File: src/rtl/sram_fifo_if.sv
// Stream and SRAM-driver command signals of sram_fifo.
// The master view belongs to the FIFO and the slave view to its surroundings.
interface sram_fifo_if #(
   parameter int unsigned DEPTH_LOG2 = 17
);
   logic [7:0]            wr_data;
   logic                  wr_valid;
   logic                  wr_ready;
   logic [7:0]            rd_data;
   logic                  rd_valid;
   logic                  rd_ready;
   logic [DEPTH_LOG2+1:0] level;
   logic                  mem_wr_en;
   logic                  mem_rd_en;
   logic [23:0]           mem_address;
   logic [7:0]            mem_data_out;
   logic [7:0]            mem_data_in;
   logic                  mem_completed;

   modport master (
      input  wr_data, wr_valid, rd_ready, mem_data_in, mem_completed,
      output wr_ready, rd_data, rd_valid, level, mem_wr_en, mem_rd_en, mem_address, mem_data_out
   );

   modport slave (
      output wr_data, wr_valid, rd_ready, mem_data_in, mem_completed,
      input  wr_ready, rd_data, rd_valid, level, mem_wr_en, mem_rd_en, mem_address, mem_data_out
   );
endinterface

File: src/rtl/sram_fifo.sv
// Byte-wide valid/ready FIFO whose storage is an external serial SRAM reached through a
// single-byte command driver, with one holding register on each side of the memory.
module sram_fifo #(
   parameter int unsigned DEPTH_LOG2  = 17,
   parameter logic [23:0] BASE_ADDR   = 24'h000000,
   parameter int unsigned RESET_QUIET = 256
) (
   input logic         clk,
   input logic         rst,
   sram_fifo_if.master bus
);

   localparam logic [2:0] QUIET    = 3'd0;
   localparam logic [2:0] IDLE     = 3'd1;
   localparam logic [2:0] WR_REQ   = 3'd2;
   localparam logic [2:0] WR_WAIT  = 3'd3;
   localparam logic [2:0] RD_REQ   = 3'd4;
   localparam logic [2:0] RD_WAIT1 = 3'd5;
   localparam logic [2:0] RD_WAIT2 = 3'd6;

   localparam int unsigned QW = (RESET_QUIET > 1) ? $clog2(RESET_QUIET) : 1;
   localparam int unsigned LW = DEPTH_LOG2 + 2;
   localparam logic [QW-1:0] QUIET_LAST = QW'(RESET_QUIET - 1);
   localparam logic [DEPTH_LOG2:0] FULL = {1'b1, {DEPTH_LOG2{1'b0}}};

   logic [2:0]            state_q, state_d;
   logic [QW-1:0]         qcnt_q, qcnt_d;
   logic [DEPTH_LOG2-1:0] wptr_q, wptr_d;
   logic [DEPTH_LOG2-1:0] rptr_q, rptr_d;
   logic [DEPTH_LOG2:0]   count_q, count_d;
   logic                  in_valid_q, in_valid_d;
   logic [7:0]            in_data_q, in_data_d;
   logic                  out_valid_q, out_valid_d;
   logic [7:0]            out_data_q, out_data_d;
   logic                  last_rd_q, last_rd_d;
   logic [23:0]           addr_q, addr_d;
   logic [7:0]            wdata_q, wdata_d;

   logic wr_ready;
   logic wr_accept;
   logic rd_take;
   logic wr_elig;
   logic rd_elig;

   assign wr_ready  = !in_valid_q && (state_q != QUIET);
   assign wr_accept = bus.wr_valid && wr_ready;
   assign rd_take   = out_valid_q && bus.rd_ready;
   assign wr_elig   = in_valid_q && (count_q < FULL);
   assign rd_elig   = !out_valid_q && (count_q != '0);

   assign bus.wr_ready     = wr_ready;
   assign bus.rd_valid     = out_valid_q;
   assign bus.rd_data      = out_data_q;
   assign bus.level        = LW'(count_q) + LW'(in_valid_q) + LW'(out_valid_q);
   assign bus.mem_wr_en    = (state_q == WR_REQ);
   assign bus.mem_rd_en    = (state_q == RD_REQ);
   assign bus.mem_address  = addr_q;
   assign bus.mem_data_out = wdata_q;

   always_comb begin
      state_d     = state_q;
      qcnt_d      = qcnt_q;
      wptr_d      = wptr_q;
      rptr_d      = rptr_q;
      count_d     = count_q;
      in_valid_d  = in_valid_q;
      in_data_d   = in_data_q;
      out_valid_d = out_valid_q;
      out_data_d  = out_data_q;
      last_rd_d   = last_rd_q;
      addr_d      = addr_q;
      wdata_d     = wdata_q;

      if (wr_accept) begin
         in_valid_d = 1'b1;
         in_data_d  = bus.wr_data;
      end
      if (rd_take) begin
         out_valid_d = 1'b0;
      end

      unique case (state_q)
         QUIET: begin
            if (qcnt_q == QUIET_LAST) begin
               state_d = IDLE;
            end else begin
               qcnt_d = qcnt_q + QW'(1);
            end
         end
         IDLE: begin
            // On contention, alternate starting from whichever side was not granted last.
            if (wr_elig && (!rd_elig || last_rd_q)) begin
               state_d   = WR_REQ;
               last_rd_d = 1'b0;
               addr_d    = BASE_ADDR + 24'(wptr_q);
               wdata_d   = in_data_q;
            end else if (rd_elig) begin
               state_d   = RD_REQ;
               last_rd_d = 1'b1;
               addr_d    = BASE_ADDR + 24'(rptr_q);
            end
         end
         WR_REQ: state_d = WR_WAIT;
         WR_WAIT: begin
            if (bus.mem_completed) begin
               wptr_d     = wptr_q + DEPTH_LOG2'(1);
               count_d    = count_q + (DEPTH_LOG2 + 1)'(1);
               in_valid_d = 1'b0;
               state_d    = IDLE;
            end
         end
         RD_REQ: state_d = RD_WAIT1;
         RD_WAIT1: begin
            if (bus.mem_completed) begin
               out_data_d  = bus.mem_data_in;
               out_valid_d = 1'b1;
               rptr_d      = rptr_q + DEPTH_LOG2'(1);
               count_d     = count_q - (DEPTH_LOG2 + 1)'(1);
               state_d     = RD_WAIT2;
            end
         end
         // The driver's second read pulse marks the SPI bus as released.
         RD_WAIT2: begin
            if (bus.mem_completed) begin
               state_d = IDLE;
            end
         end
         default: state_d = QUIET;
      endcase
   end

   always_ff @(posedge clk) begin
      if (rst) begin
         state_q     <= QUIET;
         qcnt_q      <= '0;
         wptr_q      <= '0;
         rptr_q      <= '0;
         count_q     <= '0;
         in_valid_q  <= 1'b0;
         in_data_q   <= 8'h00;
         out_valid_q <= 1'b0;
         out_data_q  <= 8'h00;
         last_rd_q   <= 1'b0;
         addr_q      <= BASE_ADDR;
         wdata_q     <= 8'h00;
      end else begin
         state_q     <= state_d;
         qcnt_q      <= qcnt_d;
         wptr_q      <= wptr_d;
         rptr_q      <= rptr_d;
         count_q     <= count_d;
         in_valid_q  <= in_valid_d;
         in_data_q   <= in_data_d;
         out_valid_q <= out_valid_d;
         out_data_q  <= out_data_d;
         last_rd_q   <= last_rd_d;
         addr_q      <= addr_d;
         wdata_q     <= wdata_d;
      end
   end

endmodule
File: src/flat_wrapper.sv
// flat-port wrapper written by rule: the top's interface ports become plain ports
module sram_fifo_flat 
#(
   parameter int unsigned DEPTH_LOG2  = 17,
   parameter logic [23:0] BASE_ADDR   = 24'h000000,
   parameter int unsigned RESET_QUIET = 256
)
  (clk, rst, bus_wr_data, bus_wr_valid, bus_rd_ready, bus_mem_data_in, bus_mem_completed, bus_wr_ready, bus_rd_data, bus_rd_valid, bus_level, bus_mem_wr_en, bus_mem_rd_en, bus_mem_address, bus_mem_data_out);
  sram_fifo_if #(.DEPTH_LOG2(DEPTH_LOG2)) bus_i ();
  input logic clk;
  input logic rst;
  input wire logic [$bits(bus_i.wr_data)-1:0] bus_wr_data;
  input wire logic [$bits(bus_i.wr_valid)-1:0] bus_wr_valid;
  input wire logic [$bits(bus_i.rd_ready)-1:0] bus_rd_ready;
  input wire logic [$bits(bus_i.mem_data_in)-1:0] bus_mem_data_in;
  input wire logic [$bits(bus_i.mem_completed)-1:0] bus_mem_completed;
  output wire logic [$bits(bus_i.wr_ready)-1:0] bus_wr_ready;
  output wire logic [$bits(bus_i.rd_data)-1:0] bus_rd_data;
  output wire logic [$bits(bus_i.rd_valid)-1:0] bus_rd_valid;
  output wire logic [$bits(bus_i.level)-1:0] bus_level;
  output wire logic [$bits(bus_i.mem_wr_en)-1:0] bus_mem_wr_en;
  output wire logic [$bits(bus_i.mem_rd_en)-1:0] bus_mem_rd_en;
  output wire logic [$bits(bus_i.mem_address)-1:0] bus_mem_address;
  output wire logic [$bits(bus_i.mem_data_out)-1:0] bus_mem_data_out;
  assign bus_i.wr_data = bus_wr_data;
  assign bus_i.wr_valid = bus_wr_valid;
  assign bus_i.rd_ready = bus_rd_ready;
  assign bus_i.mem_data_in = bus_mem_data_in;
  assign bus_i.mem_completed = bus_mem_completed;
  assign bus_wr_ready = bus_i.wr_ready;
  assign bus_rd_data = bus_i.rd_data;
  assign bus_rd_valid = bus_i.rd_valid;
  assign bus_level = bus_i.level;
  assign bus_mem_wr_en = bus_i.mem_wr_en;
  assign bus_mem_rd_en = bus_i.mem_rd_en;
  assign bus_mem_address = bus_i.mem_address;
  assign bus_mem_data_out = bus_i.mem_data_out;
  sram_fifo #(.DEPTH_LOG2(DEPTH_LOG2), .BASE_ADDR(BASE_ADDR), .RESET_QUIET(RESET_QUIET)) u_core (.clk(clk), .rst(rst), .bus(bus_i));
endmodule
File: config.mk
export PLATFORM = sky130hd
export DESIGN_NAME = sram_fifo_flat
export DESIGN_NICKNAME = d
export VERILOG_FILES = /design/src/rtl/sram_fifo_if.sv /design/src/rtl/sram_fifo.sv /design/src/flat_wrapper.sv
export SDC_FILE = /design/constraint.sdc
export NUM_CORES = 1
export LEC_CHECK = 0
export CAP_MARGIN = 5
export CORE_UTILIZATION = 59
export DETAILED_ROUTE_END_ITERATION = 10
export PLACE_DENSITY_LB_ADDON = 0.08
export REMOVE_ABC_BUFFERS = 1
export SYNTH_ARGS = -nofsm -noshare
export SYNTH_HDL_FRONTEND = slang
export SYNTH_SLANG_ARGS = --single-unit
File: constraint.sdc
create_clock -name clk -period 5.9 [get_ports clk]
set_clock_uncertainty 0.1 [all_clocks]
set_input_delay 0.59 -clock clk [delete_from_list [all_inputs] [get_ports clk]]
set_output_delay 0.59 -clock clk [all_outputs]
set_load 0.005 [all_outputs]
# ---- Word level (Yosys, flattened, before mapping)
# Cells that the tools add are included.
# Widths: inputs -> output; s select.
dict set report totals {
  wordCells 75
  inputBits 21
  register_bits 114
}
dict set report classes {
  magnitude_cmp 1
  muxes 19
  add_sub_neg 7
  bitwise 1
  eq_ne 12
  reduce_logical 23
}
# cell count
set op_table {}
lappend op_table {{$mux 24} 2}
lappend op_table {{$mux 18} 2}
lappend op_table {{$pmux 18 s2} 1}
lappend op_table {{$add 17x1->17 const B} 2}
lappend op_table {{$add 18x1->19} 1}
lappend op_table {{$add 19x1->19} 1}
lappend op_table {{$add 18x1->18 const B} 1}
lappend op_table {{$lt 18x18->1 const B} 1}
lappend op_table {{$pmux 3 s6} 1}
lappend op_table {{$reduce_bool 18->1} 1}
lappend op_table {{$sub 18x1->18 const B} 1}
lappend op_table {{$mux 3} 5}
lappend op_table {{$reduce_and 2->1} 5}
lappend op_table {{$eq 3x3->1 const B} 3}
lappend op_table {{$add 8x1->8 const B} 1}
lappend op_table {{$eq 8x8->1 const B} 1}
lappend op_table {{$mux 1} 8}
lappend op_table {{$eq 3x2->1 const B} 2}
lappend op_table {{$logic_and 1x1->1} 6}
lappend op_table {{$ne 2x1->1 const B} 2}
lappend op_table {{$ne 2x2->1 const B} 2}
lappend op_table {{$reduce_and 4->1} 1}
lappend op_table {{$reduce_bool 2->1} 2}
lappend op_table {{$eq 3x1->1 const B} 1}
lappend op_table {{8 further kinds} 10}

# ---- Longest topological paths before layout
# Gate-level depths: netlist (run 1).
dict set report depth {
  depth_word 7
  mapped_depth 10
  ltp_nobuf 9
}

# ---- Worst setup path after synthesis (run 1)
# No wires, ideal clock.
dict set report synth_path {
  kind {flip-flop to output port}
  start {register u_core.out_valid_q (netlist: u_core.bus.rd_valid)}
  end {output port bus_level[16]}
  setup_slack_ns 3.182
  path_stages_with_launch 10
  n_path_buf 0
  t_arrival_ns 2.028
  cell_sequence {dfxtp_1 inv_1 fa_1 inv_1 ha_1 nand2_1 nor4_1 and3_1 nand3_1 xnor2_1}
}
dict set report synth_between {
  elab_chain_len 1
}
# item line_no
set synth_rtl {}
lappend synth_rtl {{start, declared} sram_fifo.sv:33} ;# logic out_valid_q, out_valid_d;
lappend synth_rtl {{start signal, assigned} sram_fifo.sv:154} ;# out_valid_q <= out_valid_d;
lappend synth_rtl {{$add 19x1->19} sram_fifo.sv:54} ;# assign bus.level = LW'(count_q) + LW'(in_valid_q) + LW'(out_valid_q);
lappend synth_rtl {{end, declared} flat_wrapper.sv:20} ;# output wire logic [$bits(bus_i.level)-1:0] bus_level;
# No other way between the ends.

# ---- Worst setup path in the final report (run 1)
dict set report layout_path {
  start {register u_core.count_q[3]}
  end {output port bus_level[17]}
}
dict set report layout_between {
  elab_chain_len 2
}
# item line_no
set layout_rtl {}
lappend layout_rtl {{start, declared} sram_fifo.sv:30} ;# logic [DEPTH_LOG2:0] count_q, count_d;
lappend layout_rtl {{start signal, assigned} sram_fifo.sv:151} ;# count_q <= count_d;
lappend layout_rtl {{$add 18x1->19} sram_fifo.sv:54}
lappend layout_rtl {{$add 19x1->19} sram_fifo.sv:54}
# No other way between the ends.

==> out/results.txt, run 1 <==
Max-cap violations: 0
Die X-Extent: 99.0 µm
internal power: 1.18 mW
first-pass GRT wire length: 22300 µm
port bufs: 76
via count: 5088
initial antenna violation count: 0
gr ovfl total: 0
max-slew violation count: 0
clock sinks: 107
post-route clock period utilization: 67.2%
H-tree depth: 3
Clk pwr share: 25.2%
number of synthesized register bits: 107
drt first pass iters: 8
Root Buffer: clkbuf_8
syn avg cell area: 7.93 µm²
Seq/Total Area, Yosys: 38.6%
pwr dens: 276 nW/µm²
antenna fix cells: 0
minimum clock period: 3960 ps
Setup crit start kind: flop
failing checks: DRC
Mapped Cells: 700
Syn. warnings: 0
Initial Util: 60.4%
Routed WL: 13200 µm
Synth top area share: 38.6%
Final Hold Vio Count: 0
Max Fanout on Critical Path: 13
reg-to-reg endpoint: u_core.count_q[10]
endpoint class of the critical path: output pin
die area: 9800 µm²
layout cells sized above 1: 4.57%
crit path DAT: 3270 ps
GP Congestion: 0.944
top-count cell post-synth: dfxtp_1
Fillers: 805
Worst slew margin: 46.2%
Initial DRC Count: 258
Primary FF master, synth: dfxtp_1
RSZ-0062 raised after global routing: no
row count: 35
peak supply drop: 0.209 mV
number of global-route vias before repair: 4755
Hold Path Class: reg -> reg
DR vias/cell: 5.95
area of the core: 9200 µm²
worst setup path startpoint: u_core.count_q[3]
drt wl/cell: 15.4 µm
Leakage: 2.22 nW
FF-to-FF Start: u_core.state_q[0]
Max Freq: 252 MHz
CTS Buffer Depth: 2
run status: finished, violations left
Post-synth EDFFs: 0
part of the power in registers: 48.0%
top cells by count, synth: 107 x dfxtp_1, 86 x nand2_1, 72 x nor2_1, 47 x o21ai_0, 41 x a21oi_1
switching power of the nets: 0.583 mW
top post-synthesis cells by area: dfxtp_1 39%, nand2_1 5.8%, nor2_1 4.9%
sw frac: 33.1%
Final Core Density: 69.5%
post-synth top area cell: dfxtp_1
antenna viol nets, final: 0
CTS clk-pin slew, worst paths: 100 ps
worst slew pin tran: 800 ps
post-CTS setup buffer count: 0
worst skew pair latency: 390 ps
Worst Reg-to-Reg Cells: 8
# hold bufs at CTS: 0
DRC violations left: 2
largest net degree at the start of global routing: 74
WS Path Type: reg -> out
Ports: 84
Area Overhead vs Synth: 15.1%
CTS tree: yes
worst endpoint required time: 5210 ps
Synth cell types: 63
logic gate share of total power: 26.8%
Setup-failing EPs final: 0
Async S/R FF share, synth: 0%
post-synthesis cell area: 5550 µm²
total CTS buffers: 9
Die Y: 99.0 µm
Critical Path End: bus_level[17]
Post-CTS Resized: 0
post-detail-place hpwl: 9160 µm
gr usage total: 28.0%
Setup TNS: 0 ps
r2r setup slk: 2600 ps
Nets: 767
## metal layers
metal	global-route usage, %	wire [µm]
met1	34.6	5780
met4	10.4	303
met3	4.82	652
met2	48.8	6440
met5	0	0
## stage by stage
| step | setup slack [ps] | hold WS, ps | std cells | power (mW) | area (µm²) |
|---|---|---|---|---|---|
| after floorplan | 2810 | 337 | 649 | 1.12 | 5270 |
| after global placement | 2440 | 343 | 839 | 1.32 | 6190 |
| after detailed placement | 2400 | 351 | 839 | 1.34 | 6190 |
| after CTS | 1970 | 368 | 855 | 1.77 | 6390 |
| after global routing | 1680 | 392 | 855 | 1.86 | 6390 |
| final | 1940 | 363 | 855 | 1.76 | 6390 |
## worst max-delay path, stage by stage (launching register included)
cell and delay [ps]:
dfxtp_1 640, nand2_1 350, or3_1 550, nor3_1 480, nand3_1 180, xnor2_1 170, clkdlybuf4s50_1 530
## cell families (layout without fill, tap and decap cells)
family	count (synthesis)	in the layout	synth area share, %
compound gates	133	133	14.4
xor+xnor	55	55	8.68
fa+ha+maj	7	7	1.71
buf+inv	71	109	6.38
flops	107	107	38.6
mux	14	14	2.61
other cells	1	7	0.0675
simple gates	312	312	27.6
## power by group through the flow
stage	Sequential (mW)	Combinational (mW)	Clock [mW]
after floorplan	0.854	0.268	0
after global placement	0.858	0.461	0
after detailed placement	0.863	0.472	0
after CTS	0.847	0.475	0.451
after global routing	0.859	0.521	0.477
final	0.847	0.474	0.444
## worst min-delay path by stage
stage | from | endpoint | slack, ps | cells past startpoint
2_1_floorplan | u_core.in_data_q[0] | u_core.bus.mem_data_out[0] | 340 | 2
3_3_place_gp | u_core.bus.rd_data[7] | u_core.bus.rd_data[7] | 340 | 2
3_5_place_dp | u_core.bus.rd_data[3] | u_core.bus.rd_data[3] | 350 | 2
4_1_cts | u_core.bus.rd_data[7] | u_core.bus.rd_data[7] | 370 | 2
5_1_grt | u_core.bus.rd_data[7] | u_core.bus.rd_data[7] | 390 | 2
6_report | u_core.bus.rd_data[7] | u_core.bus.rd_data[7] | 360 | 2
## cell usage in the layout (no fill, tap or decap), drive strengths merged, types with 15 or more instances in the layout
cell,count
nand2,86
or3,16
and3,15
o21ai,49
clkdlybuf4s50,75
xor2,27
inv,15
nand3,30
xnor2,28
dfxtp,107
a31oi,18
nor3,29
a21oi,41
nor2,72
nand4,20
## state kept, by name, summed over array words and instances, names as in the netlist
signal                   count
u_core.bus.mem_address      17
u_core.bus.mem_data_out      8
u_core.bus.rd_data           8
u_core.bus.rd_valid          1
u_core.count_q              18
u_core.in_data_q             8
u_core.in_valid_q            1
u_core.last_rd_q             1
u_core.qcnt_q                8
u_core.rptr_q               17
u_core.state_q               3
u_core.wptr_q               17
## area by class of cell
cell class              instances  area, µm²  area share (%)
inverters                      14       52.6           0.822
repair buffers                 79        778            12.2
clock inverters                 5       46.3           0.724
clock buffers                  11        151            2.37
well taps                     111        139            2.17
flip-flops and latches        107       2140            33.5
multi-input cells             528       3080            48.2
(Power assumes the default switching activity.)
==> inputs of run 2 (changes only) <==
--- a/config.mk
+++ b/config.mk
@@ -6,7 +6,7 @@
 export NUM_CORES = 1
 export LEC_CHECK = 0
 export CAP_MARGIN = 5
-export CORE_UTILIZATION = 59
+export CORE_UTILIZATION = 54
 export DETAILED_ROUTE_END_ITERATION = 10
 export PLACE_DENSITY_LB_ADDON = 0.08
 export REMOVE_ABC_BUFFERS = 1
==> constraint.sdc (replaced) <==
create_clock -name clk -period 3.97 [get_ports clk]
set_clock_uncertainty 0.1 [all_clocks]
set_input_delay 0.397 -clock clk [delete_from_list [all_inputs] [get_ports clk]]
set_output_delay 0.397 -clock clk [all_outputs]
set_load 0.005 [all_outputs]
==> run 2 against run 1 <==
Compared with the run above:
- the flow now finishes without violations
- via count stayed put
- global-route usage decreased by 1.6 points
- critical path depth increased by 4
- count of clock-buffer cells in the layout unchanged
- non-clock buffer count grew 5
- sequential cell count did not move
- utilization fell by 4.0 points
- cell area is 1.0% higher
- first-iteration DRC count decreased by 1.6%
- clock power is 57% higher
- critical endpoint is now bus_level[16]
- highest routed layer is now met5
==> out/results.txt, run 2 (synthesis results as in run 1) <==
Leakage: 2.25 nW (+1.4%)
endpoint class of the critical path: output pin
Max-cap violations: 0 (unchanged)
drt first pass iters: 5 (-3)
worst slew pin tran: 1190 ps (+392 ps)
Setup TNS: 0 ps (unchanged)
Post-CTS Resized: 0 (unchanged)
Setup crit start kind: flop
WHS Path Cells: 2 (unchanged)
H-tree depth: 3 (unchanged)
# hold bufs at CTS: 0 (unchanged)
area of the core: 9860 µm² (+7.3%)
antenna viol nets, final: 0 (unchanged)
Worst Reg-to-Reg Cells: 8 (unchanged)
Root Buffer: clkbuf_8
crit path DAT: 3210 ps (-60 ps)
worst endpoint required time: 3470 ps (-1740 ps)
Worst slew margin: 20.5% (-26 points)
Clk pwr share: 26.1% (+0.9 points)
CTS clk-pin slew, worst paths: 90 ps (about the same)
minimum clock period: 3710 ps
Final Hold Vio Count: 0 (unchanged)
commonest non-fill, non-tap cell in the layout: dfxtp_1
clock sinks: 107 (unchanged)
worst skew pair latency: 380 ps (about the same)
Initial DRC Count: 254 (-1.6%)
Fin Hold WS: 281 ps (-81.6 ps)
Nets: 772 (+0.65%)
Final Power: 2.66 mW (+51%)
Setup-failing EPs final: 0 (unchanged)
Die X-Extent: 103 µm (+4.4%)
number of global-route vias before repair: 4725 (-0.63%)
max FFs per register: 18 (unchanged)
gr usage total: 26.4% (-1.6 points)
total CTS buffers: 9 (unchanged)
peak supply drop: 0.315 mV (+51%)
initial antenna violation count: 1 (+1)
die area: 10700 µm² (+9.1%)
part of the power in registers: 47.2% (-0.8 points)
via count: 5088 (unchanged)
Max Fanout on Critical Path: 5 (-8)
logic gate share of total power: 26.7% (about the same)
Max Freq: 270 MHz
Biggest register: u_core.count_q
antenna fix cells: 0 (unchanged)
row count: 36 (+2.9%)
switching power of the nets: 0.860 mW (+47%)
pwr dens: 412 nW/µm² (+49%)
port bufs: 76 (unchanged)
RSZ-0062 raised after global routing: no
Die Y: 103 µm (+4.4%)
drt wl/cell: 15.1 µm (-1.8%)
post-CTS setup buffer count: 0 (unchanged)
DR vias/cell: 5.77 (-3.1%)
layout cells sized above 1: 5.07% (+0.50 points)
WS Path Type: reg -> out
CTS tree: yes
GP Congestion: 0.926 (-1.9%)
largest net degree at the start of global routing: 81 (+9.5%)
Ports: 84 (unchanged)
Area Overhead vs Synth: 16.3%
internal power: 1.80 mW (+52%)
DRC violations left: 0 (-2)
Hold Path Class: in -> reg
commonest cells after routing, fill and taps aside: 107 x dfxtp_1, 86 x nand2_1, 75 x clkdlybuf4s50_1, 72 x nor2_1, 47 x o21ai_0
CTS Buffer Depth: 2 (unchanged)
max-slew violation count: 0 (unchanged)
Routed WL: 13400 µm (+1.3%)
sw frac: 32.3% (-0.73 points)
post-route clock period utilization: 93.4%
run status: finished, final reports clean
gr ovfl total: 0 (unchanged)
Final Core Density: 65.5% (-4.0 points)
Initial Util: 56.3% (-4.1 points)
post-detail-place hpwl: 9150 µm (about the same)
first-pass GRT wire length: 22200 µm (-0.50%)
run 2: cell type report:
cell class / instances / area, µm²
fillers: 846 / 3410
multi-input cells: 528 / 3080
flip-flops and latches: 107 / 2140
repair buffers: 84 / 816
well taps: 133 / 166
clock buffers: 11 / 141
clock inverters: 5 / 57.6
inverters: 14 / 52.6
run 2: metal layers:
| layer | track usage, % | routed length, µm | up-vias |
|---|---|---|---|
| met5 | 0 | 8 | - |
| met4 | 8.23 | 181 | 2 |
| met3 | 6.85 | 737 | 23 |
| met2 | 44.4 | 6450 | 175 |
| met1 | 33.0 | 5980 | 2360 |
| li1 | - | - | 2528 |
run 2: metrics by stage:
step,instance area (µm²),worst slack (ps),cells
2_1_floorplan,5270,877,649
3_3_place_gp,6260,752,866
3_5_place_dp,6260,678,866
4_1_cts,6460,249,882
5_1_grt,6460,5.72,882
6_report,6460,261,882
run 2: final timing paths:
path | startpoint | slack, ps | endpoint
max | u_core.bus.rd_valid | 260 | bus_level[16]
min | rst | 280 | u_core.wptr_q[16]
max reg2reg | u_core.state_q[0] | 1020 | u_core.count_q[10]
min reg2reg | u_core.bus.rd_data[6] | 360 | u_core.bus.rd_data[6]
run 2: worst max-delay path, stage by stage, from the launching register on:
cell	delay (ps)
dfxtp_1	390
inv_1	90
fa_1	460
inv_1	90
ha_1	220
nand2_1	160
nor4_1	380
and3_1	280
nand3_1	110
xnor2_1	160
clkdlybuf4s50_1	510
run 2: power groups by stage:
| stage | Clock (mW) | Combinational, mW | Sequential [mW] |
|---|---|---|---|
| 2_1_floorplan | 0 | 0.398 | 1.27 |
| 3_3_place_gp | 0 | 0.694 | 1.27 |
| 3_5_place_dp | 0 | 0.711 | 1.28 |
| 4_1_cts | 0.708 | 0.714 | 1.26 |
| 5_1_grt | 0.749 | 0.780 | 1.27 |
| 6_report | 0.696 | 0.710 | 1.26 |
==> inputs of run 3 (changes only) <==
--- a/config.mk
+++ b/config.mk
@@ -6,7 +6,9 @@
 export NUM_CORES = 1
 export LEC_CHECK = 0
 export CAP_MARGIN = 5
-export CORE_UTILIZATION = 54
+export CELL_PAD_IN_SITES_DETAIL_PLACEMENT = 1
+export CELL_PAD_IN_SITES_GLOBAL_PLACEMENT = 1
+export CORE_UTILIZATION = 40
 export DETAILED_ROUTE_END_ITERATION = 10
 export PLACE_DENSITY_LB_ADDON = 0.08
 export REMOVE_ABC_BUFFERS = 1
==> run 3 against run 2 <==
Compared with the run above:
- register-to-register slack improved by 130 ps
- combinational power increased by 2%
- utilization decreased by 16 points
- largest cell class unchanged
- highest routed layer is now met4
==> out/results.txt, run 3 (synthesis results as in run 1) <==
total CTS buffers: 9 (unchanged)
worst skew pair latency: 360 ps (-20 ps)
Routed WL: 15800 µm (+19%)
peak supply drop: 0.263 mV (-16%)
CTS clk-pin slew, worst paths: 70 ps (-20 ps)
via count: 5155 (+1.3%)
Largest stage delay, worst path: 510 ps (about the same)
sw frac: 32.7% (+0.39 points)
H-tree depth: 3 (unchanged)
Max Freq: 266 MHz (-1.5%)
WS Path Type: reg -> out
Die Y: 120 µm (+16%)
Fillers: 1670 (+97%)
clock sinks: 107 (unchanged)
Setup-failing EPs final: 0 (unchanged)
commonest cells after routing, fill and taps aside: 107 x dfxtp_1, 86 x nand2_1, 75 x clkdlybuf4s50_1, 72 x nor2_1, 47 x o21ai_0
slowest CP cell: clkdlybuf4s50_1
row count: 42 (+17%)
post-detail-place hpwl: 11100 µm (+22%)
DRC violations left: 0 (unchanged)
post-route clock period utilization: 94.8% (+1.4 points)
DR vias/cell: 5.56 (-3.6%)
area of the core: 13400 µm² (+36%)
Nets: 774 (+0.26%)
CP top delay family: simple AND/OR/NAND/NOR gates
Fin Hold WS: 366 ps (+84.9 ps)
Worst slew margin: 50.2% (+30 points)
crit-path cells: inv_1 > fa_1 > inv_1 > ha_1 > nand2_1 > nor4_1 > and3_1 > nand3_1 > xnor2_1 > clkdlybuf4s50_1
CP dominant cell by count: inv_1
Max-cap violations: 0 (unchanged)
run status: finished, final reports clean
first-pass GRT wire length: 26200 µm (+18%)
crit path DAT: 3270 ps (+60 ps)
multi-input combinational cell area: 3080 µm² (unchanged)
Critical path buffers and inverters: 3 (unchanged)
Final Hold Vio Count: 0 (unchanged)
number of global-route vias before repair: 5201 (+10%)
minimum clock period: 3770 ps (+56.3 ps)
antenna viol nets, final: 0 (unchanged)
worst slew pin tran: 746 ps (-446 ps)
Biggest register: u_core.count_q
layout cells sized above 1: 5.33% (+0.25 points)
# hold bufs at CTS: 0 (unchanged)
worst endpoint required time: 3470 ps (about the same)
gr usage total: 22.9% (-3.5 points)
Die X-Extent: 120 µm (+16%)
max FFs per register: 18 (unchanged)
Ports: 84 (unchanged)
Hold Path Class: reg -> reg
drt first pass iters: 4 (-1)
antenna fix cells: 0 (unchanged)
CTS Buffer Depth: 2 (unchanged)
pwr dens: 432 nW/µm² (+4.9%)
part of the power in registers: 44.2% (-3.0 points)
Setup TNS: 0 ps (unchanged)
RSZ-0062 raised after global routing: no
Leakage: 2.29 nW (+1.8%)
max-slew violation count: 0 (unchanged)
Area Overhead vs Synth: 19.0%
largest net degree at the start of global routing: 62 (-23%)
internal power: 1.92 mW (+6.7%)
Setup crit start kind: flop
initial antenna violation count: 0 (-1)
Root Buffer: clkbuf_16
gr ovfl total: 0 (unchanged)
port bufs: 76 (unchanged)
Max Fanout on Critical Path: 5 (unchanged)
post-CTS setup buffer count: 0 (unchanged)
GP Congestion: 0.884 (-4.5%)
die area: 14400 µm² (+34%)
switching power of the nets: 0.934 mW (+8.6%)
FF/Latch Area: 2140 µm² (unchanged)
Clk pwr share: 30.3% (+4.2 points)
commonest non-fill, non-tap cell in the layout: dfxtp_1
Initial Util: 41.4% (-15 points)
endpoint class of the critical path: output pin
Post-CTS Resized: 0 (unchanged)
Initial DRC Count: 257 (+1.2%)
CTS tree: yes
drt wl/cell: 17.1 µm (+13%)
logic gate share of total power: 25.5% (-1.2 points)
[run 3: power by group through the flow]
stage,clock (mW),sequential [mW],combinational [mW]
2_1_floorplan,0,1.27,0.398
3_3_place_gp,0,1.28,0.715
3_5_place_dp,0,1.29,0.727
4_1_cts,0.890,1.26,0.735
5_1_grt,0.931,1.28,0.797
6_report,0.865,1.26,0.727
[run 3: area by class of cell]
| class | count | share of cell area (%) |
|---|---|---|
| multi-input combinational | 528 | 46.6 |
| sequential | 107 | 32.4 |
| timing repair buffer | 86 | 12.6 |
| clock buffer | 10 | 3.46 |
| tap | 176 | 3.33 |
| inverter | 14 | 0.795 |
| clock inverter | 6 | 0.776 |
[run 3: routing by layer]
metal	GRT usage [%]	part of all wire, %	vias up
li1	-	-	2531
met1	27.4	45	2506
met2	40.7	51	97
met3	4.75	3.1	21
met4	7.34	1.3	0
met5	0	0	-
[run 3: stage by stage]
| step | cell area, µm² | cells | util (%) | setup WS [ps] | total power [mW] |
|---|---|---|---|---|---|
| detailed placement | 6330 | 911 | 47.2 | 580 | 2.01 |
| global route | 6610 | 927 | 49.3 | 24.7 | 3.01 |
| CTS | 6610 | 927 | 49.3 | 183 | 2.89 |
| global placement | 6330 | 911 | 47.2 | 682 | 1.99 |
| floorplan | 5270 | 649 | - | 877 | 1.67 |
| finish | 6610 | 927 | 49.3 | 205 | 2.86 |
[run 3: worst paths after layout]
kind,depth (start not counted),slack [ps],from,end
max,10,200,u_core.bus.rd_valid,bus_level[16]
min,2,370,u_core.bus.rd_data[2],u_core.bus.rd_data[2]
max reg2reg,8,1150,u_core.state_q[0],u_core.count_q[16]
min reg2reg,2,370,u_core.bus.rd_data[2],u_core.bus.rd_data[2]
[run 3: worst register-to-register path: cells and delay by family (launching register included)]
kind / cells / cell delay, ps
compound gates: 2 / 540
flops: 1 / 650
simple gates: 4 / 970
xor+xnor: 1 / 170
fa+ha+maj: 1 / 300
